**src/rtl/shift_pipe_if.sv**
```systemverilog
// Command/result handshake bundle for shift_pipe.
// The slave modport is the block itself; the master modport is the command source and consumer.
interface shift_pipe_if;
  logic       in_valid;
  logic       in_ready;
  logic [7:0] in_din;
  logic [2:0] in_shamt;
  logic       in_lr;
  logic       in_al;

  logic       out_valid;
  logic       out_ready;
  logic [7:0] out_dout;
  logic       out_zero;
  logic       out_neg;

  modport master (
    output in_valid, in_din, in_shamt, in_lr, in_al, out_ready,
    input  in_ready, out_valid, out_dout, out_zero, out_neg
  );

  modport slave (
    input  in_valid, in_din, in_shamt, in_lr, in_al, out_ready,
    output in_ready, out_valid, out_dout, out_zero, out_neg
  );
endinterface

```
**src/rtl/shift_pipe.sv**
```systemverilog
// Registered 8-bit shifter: one operand register feeding a DEPTH-entry result FIFO with
// zero/negative flags, plus a wrapping count of completed output handshakes.
module shift_pipe #(
  parameter int unsigned DEPTH = 4,
  parameter int unsigned CNT_W = 16
) (
  input  logic             clk,
  input  logic             rst,
  shift_pipe_if.slave      bus,
  output logic [CNT_W-1:0] op_count,
  output logic             busy
);

  localparam int unsigned PtrW = $clog2(DEPTH);
  localparam int unsigned CntW = $clog2(DEPTH + 1);
  localparam logic [CntW-1:0] FullCnt = CntW'(DEPTH);

  typedef struct packed {
    logic [7:0] dout;
    logic       zero;
    logic       neg;
  } entry_t;

  // Stage 1 operand register
  logic       r_s1_valid;
  logic [7:0] r_s1_din;
  logic [2:0] r_s1_shamt;
  logic       r_s1_lr;
  logic       r_s1_al;

  // Stage 2 result FIFO
  entry_t           r_mem [DEPTH];
  logic [PtrW-1:0]  r_wptr;
  logic [PtrW-1:0]  r_rptr;
  logic [CntW-1:0]  r_count;
  logic [CNT_W-1:0] r_op_count;

  logic       w_out_valid;
  logic       w_pop;
  logic       w_push;
  logic       w_full;
  logic       w_in_ready;
  logic       w_load;
  logic [7:0] w_shift;
  entry_t     w_entry;
  entry_t     w_head;

  assign w_out_valid = (r_count != '0);
  assign w_full      = (r_count == FullCnt);
  assign w_pop       = w_out_valid && bus.out_ready;
  assign w_push      = r_s1_valid && (!w_full || w_pop);
  // Combinational from out_ready so a full pipe can pop, advance and accept in one cycle.
  assign w_in_ready  = !rst && (!r_s1_valid || w_push);
  assign w_load      = bus.in_valid && w_in_ready;

  always_comb begin
    w_shift = r_s1_din;
    unique case ({r_s1_lr, r_s1_al})
      2'b00, 2'b01: w_shift = r_s1_din << r_s1_shamt;
      2'b10:        w_shift = r_s1_din >> r_s1_shamt;
      2'b11:        w_shift = 8'($signed(r_s1_din) >>> r_s1_shamt);
      default:      w_shift = r_s1_din;
    endcase
  end

  always_comb begin
    w_entry.dout = w_shift;
    w_entry.zero = (w_shift == 8'h00);
    w_entry.neg  = w_shift[7];
  end

  always_ff @(posedge clk) begin
    if (rst) begin
      r_s1_valid <= 1'b0;
    end else if (w_load) begin
      r_s1_valid <= 1'b1;
    end else if (w_push) begin
      r_s1_valid <= 1'b0;
    end
  end

  // Operand fields carry no reset; they are qualified by r_s1_valid.
  always_ff @(posedge clk) begin
    if (w_load) begin
      r_s1_din   <= bus.in_din;
      r_s1_shamt <= bus.in_shamt;
      r_s1_lr    <= bus.in_lr;
      r_s1_al    <= bus.in_al;
    end
  end

  always_ff @(posedge clk) begin
    if (w_push) begin
      r_mem[r_wptr] <= w_entry;
    end
  end

  always_ff @(posedge clk) begin
    if (rst) begin
      r_wptr  <= '0;
      r_rptr  <= '0;
      r_count <= '0;
    end else begin
      if (w_push) begin
        r_wptr <= r_wptr + PtrW'(1);
      end
      if (w_pop) begin
        r_rptr <= r_rptr + PtrW'(1);
      end
      unique case ({w_push, w_pop})
        2'b10:   r_count <= r_count + CntW'(1);
        2'b01:   r_count <= r_count - CntW'(1);
        default: r_count <= r_count;
      endcase
    end
  end

  always_ff @(posedge clk) begin
    if (rst) begin
      r_op_count <= '0;
    end else if (w_pop) begin
      r_op_count <= r_op_count + CNT_W'(1);
    end
  end

  always_comb begin
    w_head = '0;
    if (w_out_valid) begin
      w_head = r_mem[r_rptr];
    end
  end

  assign bus.in_ready  = w_in_ready;
  assign bus.out_valid = w_out_valid;
  assign bus.out_dout  = w_head.dout;
  assign bus.out_zero  = w_head.zero;
  assign bus.out_neg   = w_head.neg;
  assign op_count      = r_op_count;
  assign busy          = r_s1_valid || w_out_valid;

endmodule
```
**src/flat_wrapper.sv**
```systemverilog
// flat-port wrapper written by rule: the top's interface ports become plain ports
module shift_pipe_flat 
#(
  parameter int unsigned DEPTH = 4,
  parameter int unsigned CNT_W = 16
)
  (clk, rst, op_count, busy, bus_in_valid, bus_in_din, bus_in_shamt, bus_in_lr, bus_in_al, bus_out_ready, bus_in_ready, bus_out_valid, bus_out_dout, bus_out_zero, bus_out_neg);
  shift_pipe_if bus_i ();
  input  logic clk;
  input  logic rst;
  output logic [CNT_W-1:0] op_count;
  output logic busy;
  input wire logic [$bits(bus_i.in_valid)-1:0] bus_in_valid;
  input wire logic [$bits(bus_i.in_din)-1:0] bus_in_din;
  input wire logic [$bits(bus_i.in_shamt)-1:0] bus_in_shamt;
  input wire logic [$bits(bus_i.in_lr)-1:0] bus_in_lr;
  input wire logic [$bits(bus_i.in_al)-1:0] bus_in_al;
  input wire logic [$bits(bus_i.out_ready)-1:0] bus_out_ready;
  output wire logic [$bits(bus_i.in_ready)-1:0] bus_in_ready;
  output wire logic [$bits(bus_i.out_valid)-1:0] bus_out_valid;
  output wire logic [$bits(bus_i.out_dout)-1:0] bus_out_dout;
  output wire logic [$bits(bus_i.out_zero)-1:0] bus_out_zero;
  output wire logic [$bits(bus_i.out_neg)-1:0] bus_out_neg;
  assign bus_i.in_valid = bus_in_valid;
  assign bus_i.in_din = bus_in_din;
  assign bus_i.in_shamt = bus_in_shamt;
  assign bus_i.in_lr = bus_in_lr;
  assign bus_i.in_al = bus_in_al;
  assign bus_i.out_ready = bus_out_ready;
  assign bus_in_ready = bus_i.in_ready;
  assign bus_out_valid = bus_i.out_valid;
  assign bus_out_dout = bus_i.out_dout;
  assign bus_out_zero = bus_i.out_zero;
  assign bus_out_neg = bus_i.out_neg;
  shift_pipe #(.DEPTH(DEPTH), .CNT_W(CNT_W)) u_core (.clk(clk), .rst(rst), .bus(bus_i), .op_count(op_count), .busy(busy));
endmodule
```
**config.mk**
```make
export PLATFORM = sky130hd
export DESIGN_NAME = shift_pipe_flat
export DESIGN_NICKNAME = d
export VERILOG_FILES = /design/src/rtl/shift_pipe_if.sv /design/src/rtl/shift_pipe.sv /design/src/flat_wrapper.sv
export SDC_FILE = /design/constraint.sdc
export NUM_CORES = 1
export LEC_CHECK = 0
export CORE_MARGIN = 1
export CORE_UTILIZATION = 38
export CTS_BUF_LIST = sky130_fd_sc_hd__clkbuf_16
export DETAILED_ROUTE_END_ITERATION = 10
export GPL_TIMING_DRIVEN = 0
export PLACE_DENSITY = 0.69
export SYNTH_ARGS = -nofsm -noshare
export SYNTH_HDL_FRONTEND = slang
export SYNTH_SLANG_ARGS = --single-unit
```
**constraint.sdc**
```tcl
create_clock -name clk -period 3.1 [get_ports clk]
set_input_delay 0.31 -clock clk [delete_from_list [all_inputs] [get_ports clk]]
set_output_delay 0.31 -clock clk [all_outputs]
set_load 0.02 [all_outputs]
```
==> results.py, run 1 <==
metrics = {
    "outcome": {
        "run_status": "complete, but fails checks",
        "violations": "DRC",
    },
    "synthesis": {
        "synth_sequential_area_ratio_pct": 56.7,
        "yosys_register_bits": 75,
        "ys.flop_type": "sky130_fd_sc_hd__edfxtp_1",
        "synthSimpleGateAreaFrac_pct": 12.1,
        "muxShareOfSynthArea_pct": 14.3,
        "post_synth_num_cell_types": 45,
        "synth_area_um2": 3510,
        "synth_xor_xnor_area_share_pct": 4.49,
        "post_synth_fa_ha_maj_area_fraction_pct": 2.71,
        "syn_inst": 274,
        "asyncSetResetFlopFracSynth_pct": 0,
        "synth_warnings": 0,
        "post_synth.cell_area_avg_um2": 12.8,
        "synth-edff-count": 49,
        "syn_nets": 298,
        "synth_compound_area_share_pct": 6.20,
        "dominant_combinational_cell_family_by_area_after_synthesis": "multiplexers",
    },
    "clock_network": {
        "htree_levels": 3,
        "post-cts-setup-buffers": 0,
        "hold_buffers": 0,
        "clock_root_buffer": "sky130_fd_sc_hd__clkbuf_16",
        "clock_path_buffers": 2,
        "clock_latency_ps": 330,
        "cts_clk_pin_slew_worst_paths_ps": 60,
        "cts.repair.resized": 0,
        "tritoncts": "built",
        "cts_inserted_buffers": 9,
        "numClockSinks": 75,
    },
    "die": {
        "die_w_um": 98.1,
        "count_of_standard_cell_rows": 34,
        "floorplan.die.height_um": 98.1,
        "die-area_um2": 9630,
        "start_util_pct": 39.7,
        "ioPinCount": 46,
        "core_um2": 8850,
    },
    "setup_path": {
        "cp_data_arrival_time_ps": 2310,
        "classification_of_the_worst_setup_path": "flip-flop to primary output",
        "library_cell_contributing_the_largest_single_delay_on_the_critical_path": "sky130_fd_sc_hd__clkdlybuf4s50_1",
        "worst_path_largest_cell_delay_ps": 520,
        "timing.critical_path.fanout_max": 9,
        "req_time_crit_path_ps": 2790,
        "ordered_list_of_cells_on_the_worst_path": "clkbuf_1 -> mux4_2 -> nor2b_1 -> buf_4 -> clkdlybuf4s50_1",
        "critPathLaunchType": "flip-flop",
        "worstSetupEndpointType": "primary output",
    },
    "timing": {
        "setup-violations-final": 0,
        "post-route-min-period_ps": 2620,
        "tns_ps": 0,
        "slew_violations": 0,
        "post-route-period-util_pct": 84.6,
        "rsz_0062_raised_after_global_routing": "no",
        "final_critical_path_setup_slack_ps": 476,
        "max_freq_mhz": 381,
        "count_of_final_hold_check_violations": 0,
        "clock_skew_ps": 5.03,
        "slew_at_the_pin_closest_to_its_max_slew_limit_ps": 603,
        "worst_slew_margin_pct": 59.8,
    },
    "placed_design": {
        "port-buffer-count": 44,
        "placed_wire_length_estimate_um": 4520,
        "place_ws_ps": 277,
        "gp_congestion": 0.873,
    },
    "detailed_routing": {
        "first_iter_violations": 114,
        "drtAntennaViolNets": 0,
        "route.detailed.wl_per_inst_um": 14.8,
        "firstDrtPassIters": 7,
        "via_density_per_instance": 5.16,
        "vias": 2280,
        "routed_wirelength_um": 6540,
        "route.detailed.drc": 3,
    },
    "hold_path": {
        "hold_class": "input port to flip-flop",
    },
    "global_route": {
        "grt_max_degree": 14,
        "grt_use_total_pct": 14.8,
        "globalRouteOverflowTotal": 0,
        "first_global_vias": 2178,
        "grt_antenna_before_repair": 0,
        "first_pass_grt_wire_length_um": 10800,
    },
    "finish": {
        "drive_above_1_share_pct": 11.4,
        "area.growth.synth_to_final_pct": 25.4,
        "layout_commonest_cell": "sky130_fd_sc_hd__edfxtp_1",
        "nNetsFinal": 353,
        "number_of_inserted_filler_cells_in_the_final_layout": 799,
        "insertedDiodeCount": 0,
        "post-route-util_pct": 49.8,
        "layout.cells.most_common_list": "sky130_fd_sc_hd__edfxtp_1 (49), sky130_fd_sc_hd__clkdlybuf4s50_1 (44), sky130_fd_sc_hd__nor2_1 (26), sky130_fd_sc_hd__dfxtp_1 (26), sky130_fd_sc_hd__mux2i_1 (15)",
    },
    "power": {
        "power-per-cell-area_nw_per_um2": 710,
        "power.static_leakage_uw": 0.00155,
        "power.ir.vdd_worst_mv": 0.338,
    },
    "run": {
        "maxCapViolations": 0,
    },
}
-- power breakdown --
group | switching (uW) | total (uW) | internal, uW
Combinational | 432 | 845 | 413
Clock | 395 | 1100 | 702
Sequential | 48.1 | 1190 | 1140
Total | 874 | 3130 | 2250
-- final cells by class --
type	count	area, um^2	area share [%]
sequential	75	1990	45.2
multi-input combinational	172	1400	31.7
timing repair buffer	44	440	10.0
clock buffer	9	225	5.12
tap	108	135	3.07
clock inverter	7	91.3	2.07
buffer	17	83.8	1.90
inverter	10	37.5	0.853
-- cell usage after synthesis (2+ instances only) --
cell	instances	share of area, %
sky130_fd_sc_hd__inv_1	10	1.1
sky130_fd_sc_hd__nand3_1	4	0.57
sky130_fd_sc_hd__nand4_1	4	0.71
sky130_fd_sc_hd__xnor2_1	4	1.0
sky130_fd_sc_hd__and3_1	2	0.36
sky130_fd_sc_hd__buf_4	2	0.43
sky130_fd_sc_hd__nand2b_1	3	0.53
sky130_fd_sc_hd__and4_1	3	0.75
sky130_fd_sc_hd__nor2_1	26	2.8
sky130_fd_sc_hd__or3_1	3	0.53
sky130_fd_sc_hd__nor3_1	5	0.71
sky130_fd_sc_hd__and2_1	6	1.1
sky130_fd_sc_hd__nor2b_1	11	2.0
sky130_fd_sc_hd__mux4_2	14	9.0
sky130_fd_sc_hd__buf_2	4	0.57
sky130_fd_sc_hd__o21ai_0	8	1.1
sky130_fd_sc_hd__xor2_1	14	3.5
sky130_fd_sc_hd__nand2_1	11	1.2
sky130_fd_sc_hd__clkbuf_1	10	1.1
sky130_fd_sc_hd__ha_1	6	2.1
sky130_fd_sc_hd__dfxtp_1	26	15
sky130_fd_sc_hd__edfxtp_1	49	42
sky130_fd_sc_hd__a21oi_1	10	1.4
sky130_fd_sc_hd__a2bb2oi_1	2	0.50
sky130_fd_sc_hd__a31oi_1	2	0.36
sky130_fd_sc_hd__mux2i_1	15	4.3
sky130_fd_sc_hd__o22ai_1	2	0.36
-- metrics by stage --
step / instances / hold slack [ps] / area (um^2) / total power (uW)
after floorplan: 274 / 409 / 3510 / 1740
after global placement: 426 / 470 / 4090 / 2040
after detailed placement: 426 / 479 / 4090 / 2060
after CTS: 442 / 399 / 4400 / 3170
after global routing: 442 / 439 / 4400 / 3280
final: 442 / 387 / 4400 / 3130
-- logic make-up (layout without fill, tap and decap cells) --
kind of cell	count (synthesis)	after routing
compound gates	34	34
fa+ha+maj	7	7
mux	31	31
xor+xnor	18	18
simple gates	82	82
flops	75	75
buf+inv	27	87
-- per-layer routing --
metal  part of all wire [%]  GRT usage [%]  vias up
met5                      0              0        -
met4                    1.7           8.28        0
met3                    4.0           3.51        6
met2                     48           22.1       62
met1                     46           19.9     1091
li1                       -              -     1121
-- path summary, 6_finish.rpt --
| path | start | end | slack (ps) | cells after the start |
|---|---|---|---|---|
| worst max-delay path | flip-flop | bus_out_dout[7] | 480 | 5 |
| worst min-delay path | rst | u_core.r_wptr[0]$_SDFFE_PP0P_ | 390 | 2 |
| worst max register to register | u_core.r_count[0]$_SDFFE_PP0P_ | u_core.r_count[2]$_SDFFE_PP0P_ | 600 | 10 |
| worst min register to register | u_core.op_count[15]$_SDFFE_PP0P_ | u_core.op_count[15]$_SDFFE_PP0P_ | 490 | 2 |
-- state kept, by name, indices dropped and copies added, names as in the netlist, named ones only --
name               count
u_core.op_count       16
u_core.r_count         3
u_core.r_mem          36
u_core.r_rptr          2
u_core.r_s1_al         1
u_core.r_s1_din        8
u_core.r_s1_lr         1
u_core.r_s1_shamt      3
u_core.r_s1_valid      1
u_core.r_wptr          2
-- worst max-delay path: cells and delay by family, from the launching register on --
kind                   cells  cell delay [ps]
DFF                        1              310
muxes                      1              390
and+or+nand+nor            1              150
buffers and inverters      3             1140
No activity file was read; power rests on OpenSTA's default activity.
==> inputs of run 2 (changes only) <==
- clock period: 3.1 -> 2.7 ns (I/O delays scaled with it)
==> run 2 against run 1 <==
Against the previous run:
- the run still ends with DRC left
- first-iteration DRC count is 2.6% higher
- hold slack worse by 32 ps
- worst setup slack worse by 340 ps
- count of clock-buffer cells in the layout stayed put
- global-route usage stayed put
- largest cell class unchanged
- cell count stayed put
- sequential share of layout area is 0.077 points lower
==> results.py, run 2 (synthesis gave the netlist of run 1 again) <==
metrics = {
    "outcome": {
        "run_status": "complete, but fails checks",
        "violations": "DRC",
    },
    "timing": {
        "slew_violations": 0,
        "post-route-period-util_pct": 95.0,
        "clock_skew_ps": 6.82,
        "count_of_final_hold_check_violations": 0,
        "post-route-min-period_ps": 2560,
        "max_freq_mhz": 390,
        "setup-violations-final": 0,
        "slew_at_the_pin_closest_to_its_max_slew_limit_ps": 604,
        "tns_ps": 0,
        "rsz_0062_raised_after_global_routing": "no",
        "worst_slew_margin_pct": 59.7,
        "final_critical_path_setup_slack_ps": 136,
    },
    "die": {
        "ioPinCount": 46,
        "die-area_um2": 9630,
        "start_util_pct": 39.7,
        "count_of_standard_cell_rows": 34,
        "core_um2": 8850,
        "die_w_um": 98.1,
        "floorplan.die.height_um": 98.1,
    },
    "finish": {
        "max_reg_flops": 36,
        "insertedDiodeCount": 0,
        "post-route-util_pct": 49.8,
        "layout_commonest_cell": "sky130_fd_sc_hd__edfxtp_1",
        "number_of_inserted_filler_cells_in_the_final_layout": 801,
        "layout.cells.most_common_list": "sky130_fd_sc_hd__edfxtp_1 (49), sky130_fd_sc_hd__clkdlybuf4s50_1 (44), sky130_fd_sc_hd__nor2_1 (26), sky130_fd_sc_hd__dfxtp_1 (26), sky130_fd_sc_hd__mux2i_1 (15)",
        "drive_above_1_share_pct": 12.0,
        "nNetsFinal": 353,
        "area.growth.synth_to_final_pct": 25.6,
        "registers.top_by_ff_count": "u_core.r_mem",
    },
    "placed_design": {
        "gp_congestion": 0.873,
        "placed_wire_length_estimate_um": 4520,
        "port-buffer-count": 44,
        "place_ws_ps": -82.9,
    },
    "global_route": {
        "globalRouteOverflowTotal": 0,
        "grt_use_total_pct": 14.8,
        "grt_antenna_before_repair": 0,
        "first_global_vias": 2178,
        "grt_max_degree": 14,
        "first_pass_grt_wire_length_um": 10800,
    },
    "detailed_routing": {
        "routed_wirelength_um": 6580,
        "via_density_per_instance": 5.21,
        "first_iter_violations": 117,
        "firstDrtPassIters": 7,
        "route.detailed.drc": 3,
        "vias": 2301,
        "route.detailed.wl_per_inst_um": 14.9,
        "drtAntennaViolNets": 0,
    },
    "setup_path": {
        "worst_path_largest_cell_delay_ps": 520,
        "critPathLaunchType": "flip-flop",
        "cp_data_arrival_time_ps": 2290,
        "kind_of_cell_adding_the_most_delay_to_the_critical_path": "buffers and inverters",
        "source_of_the_worst_register_to_register_timing_path": "u_core.r_count[0]$_SDFFE_PP0P_",
        "timing.critical_path.fanout_max": 9,
        "req_time_crit_path_ps": 2430,
        "rrSetupSlack_ps": 310,
        "worst_reg_to_reg_path_cell_count": 10,
        "worstSetupEndpointType": "primary output",
        "library_cell_contributing_the_largest_single_delay_on_the_critical_path": "sky130_fd_sc_hd__clkdlybuf4s50_1",
        "worst_r2r_endpoint": "u_core.r_count[2]$_SDFFE_PP0P_",
        "ordered_list_of_cells_on_the_worst_path": "clkbuf_1 -> mux4_2 -> nor2b_1 -> buf_4 -> clkdlybuf4s50_1",
        "classification_of_the_worst_setup_path": "flip-flop to primary output",
        "critical_path.n_buffers_inverters": 3,
    },
    "hold_path": {
        "hold_class": "input port to flip-flop",
        "timing.hold.worst.start": "rst",
        "worstHoldPathCells": 2,
        "min_delay_worst_endpoint": "u_core.r_wptr[0]$_SDFFE_PP0P_",
    },
    "run": {
        "maxCapViolations": 0,
    },
    "clock_network": {
        "clock_path_buffers": 2,
        "cts_clk_pin_slew_worst_paths_ps": 60,
        "cts_inserted_buffers": 9,
        "clock_latency_ps": 330,
        "post-cts-setup-buffers": 0,
        "htree_levels": 3,
        "clock_root_buffer": "sky130_fd_sc_hd__clkbuf_16",
        "tritoncts": "built",
        "numClockSinks": 75,
    },
    "power": {
        "design_power_total_uw": 3600,
        "power-per-cell-area_nw_per_um2": 816,
        "power.static_leakage_uw": 0.00155,
        "power.ir.vdd_worst_mv": 0.390,
    },
}
run 2: changes by cell type in the layout (fill, tap and decap cells not counted):
cell,previous run,this run
sky130_fd_sc_hd__clkbuf_1,10,9
sky130_fd_sc_hd__clkbuf_2,0,1
sky130_fd_sc_hd__nor4b_1,1,0
sky130_fd_sc_hd__nor4b_2,0,1
run 2: area by class of cell:
class | instances | area [um^2] | share of cell area [%]
timing repair buffer | 44 | 440 | 9.99
sequential | 75 | 1990 | 45.2
clock inverter | 7 | 91.3 | 2.07
multi-input combinational | 172 | 1400 | 31.8
buffer | 17 | 85.1 | 1.93
tap | 108 | 135 | 3.06
clock buffer | 9 | 225 | 5.11
inverter | 10 | 37.5 | 0.851
run 2: timing repair:
item,in CTS,in global routing
gates resized for setup,0,3
setup endpoints to repair,0,2
hold buffers,0,0
run 2: report_power, final:
group	switching, uW	internal (uW)
Combinational	498	479
Clock	450	807
Sequential	59.3	1310
Total	1010	2590
run 2: worst max-delay path by stage:
stage,end,depth (start not counted),slack (ps),from
after global placement,u_core.r_count[2]$_SDFFE_PP0P_,11,-70,bus_out_ready
final,bus_out_dout[7],5,140,flip-flop
after detailed placement,u_core.r_count[2]$_SDFFE_PP0P_,11,-80,bus_out_ready
after CTS,bus_out_dout[7],5,80,u_core.r_count[0]$_SDFFE_PP0P_
after floorplan,u_core.r_count[2]$_SDFFE_PP0P_,10,420,u_core.r_count[0]$_SDFFE_PP0P_
after global routing,bus_out_dout[7],5,10,flip-flop
run 2: per-stage QoR:
stage | std cells | cell area, um^2 | hold slack [ps]
after floorplan | 274 | 3510 | 369
after global routing | 442 | 4410 | 399
after CTS | 442 | 4400 | 359
final | 442 | 4410 | 355
after global placement | 426 | 4090 | 470
after detailed placement | 426 | 4090 | 479
run 2: routing by layer:
metal  GRT usage (%)  routed length [um]  vias up
met5               0                   0        -
met4            8.28                  93        0
met3            3.51                 228        6
met2            22.1                3160       56
met1            19.9                3090     1117
li1                -                   -     1122
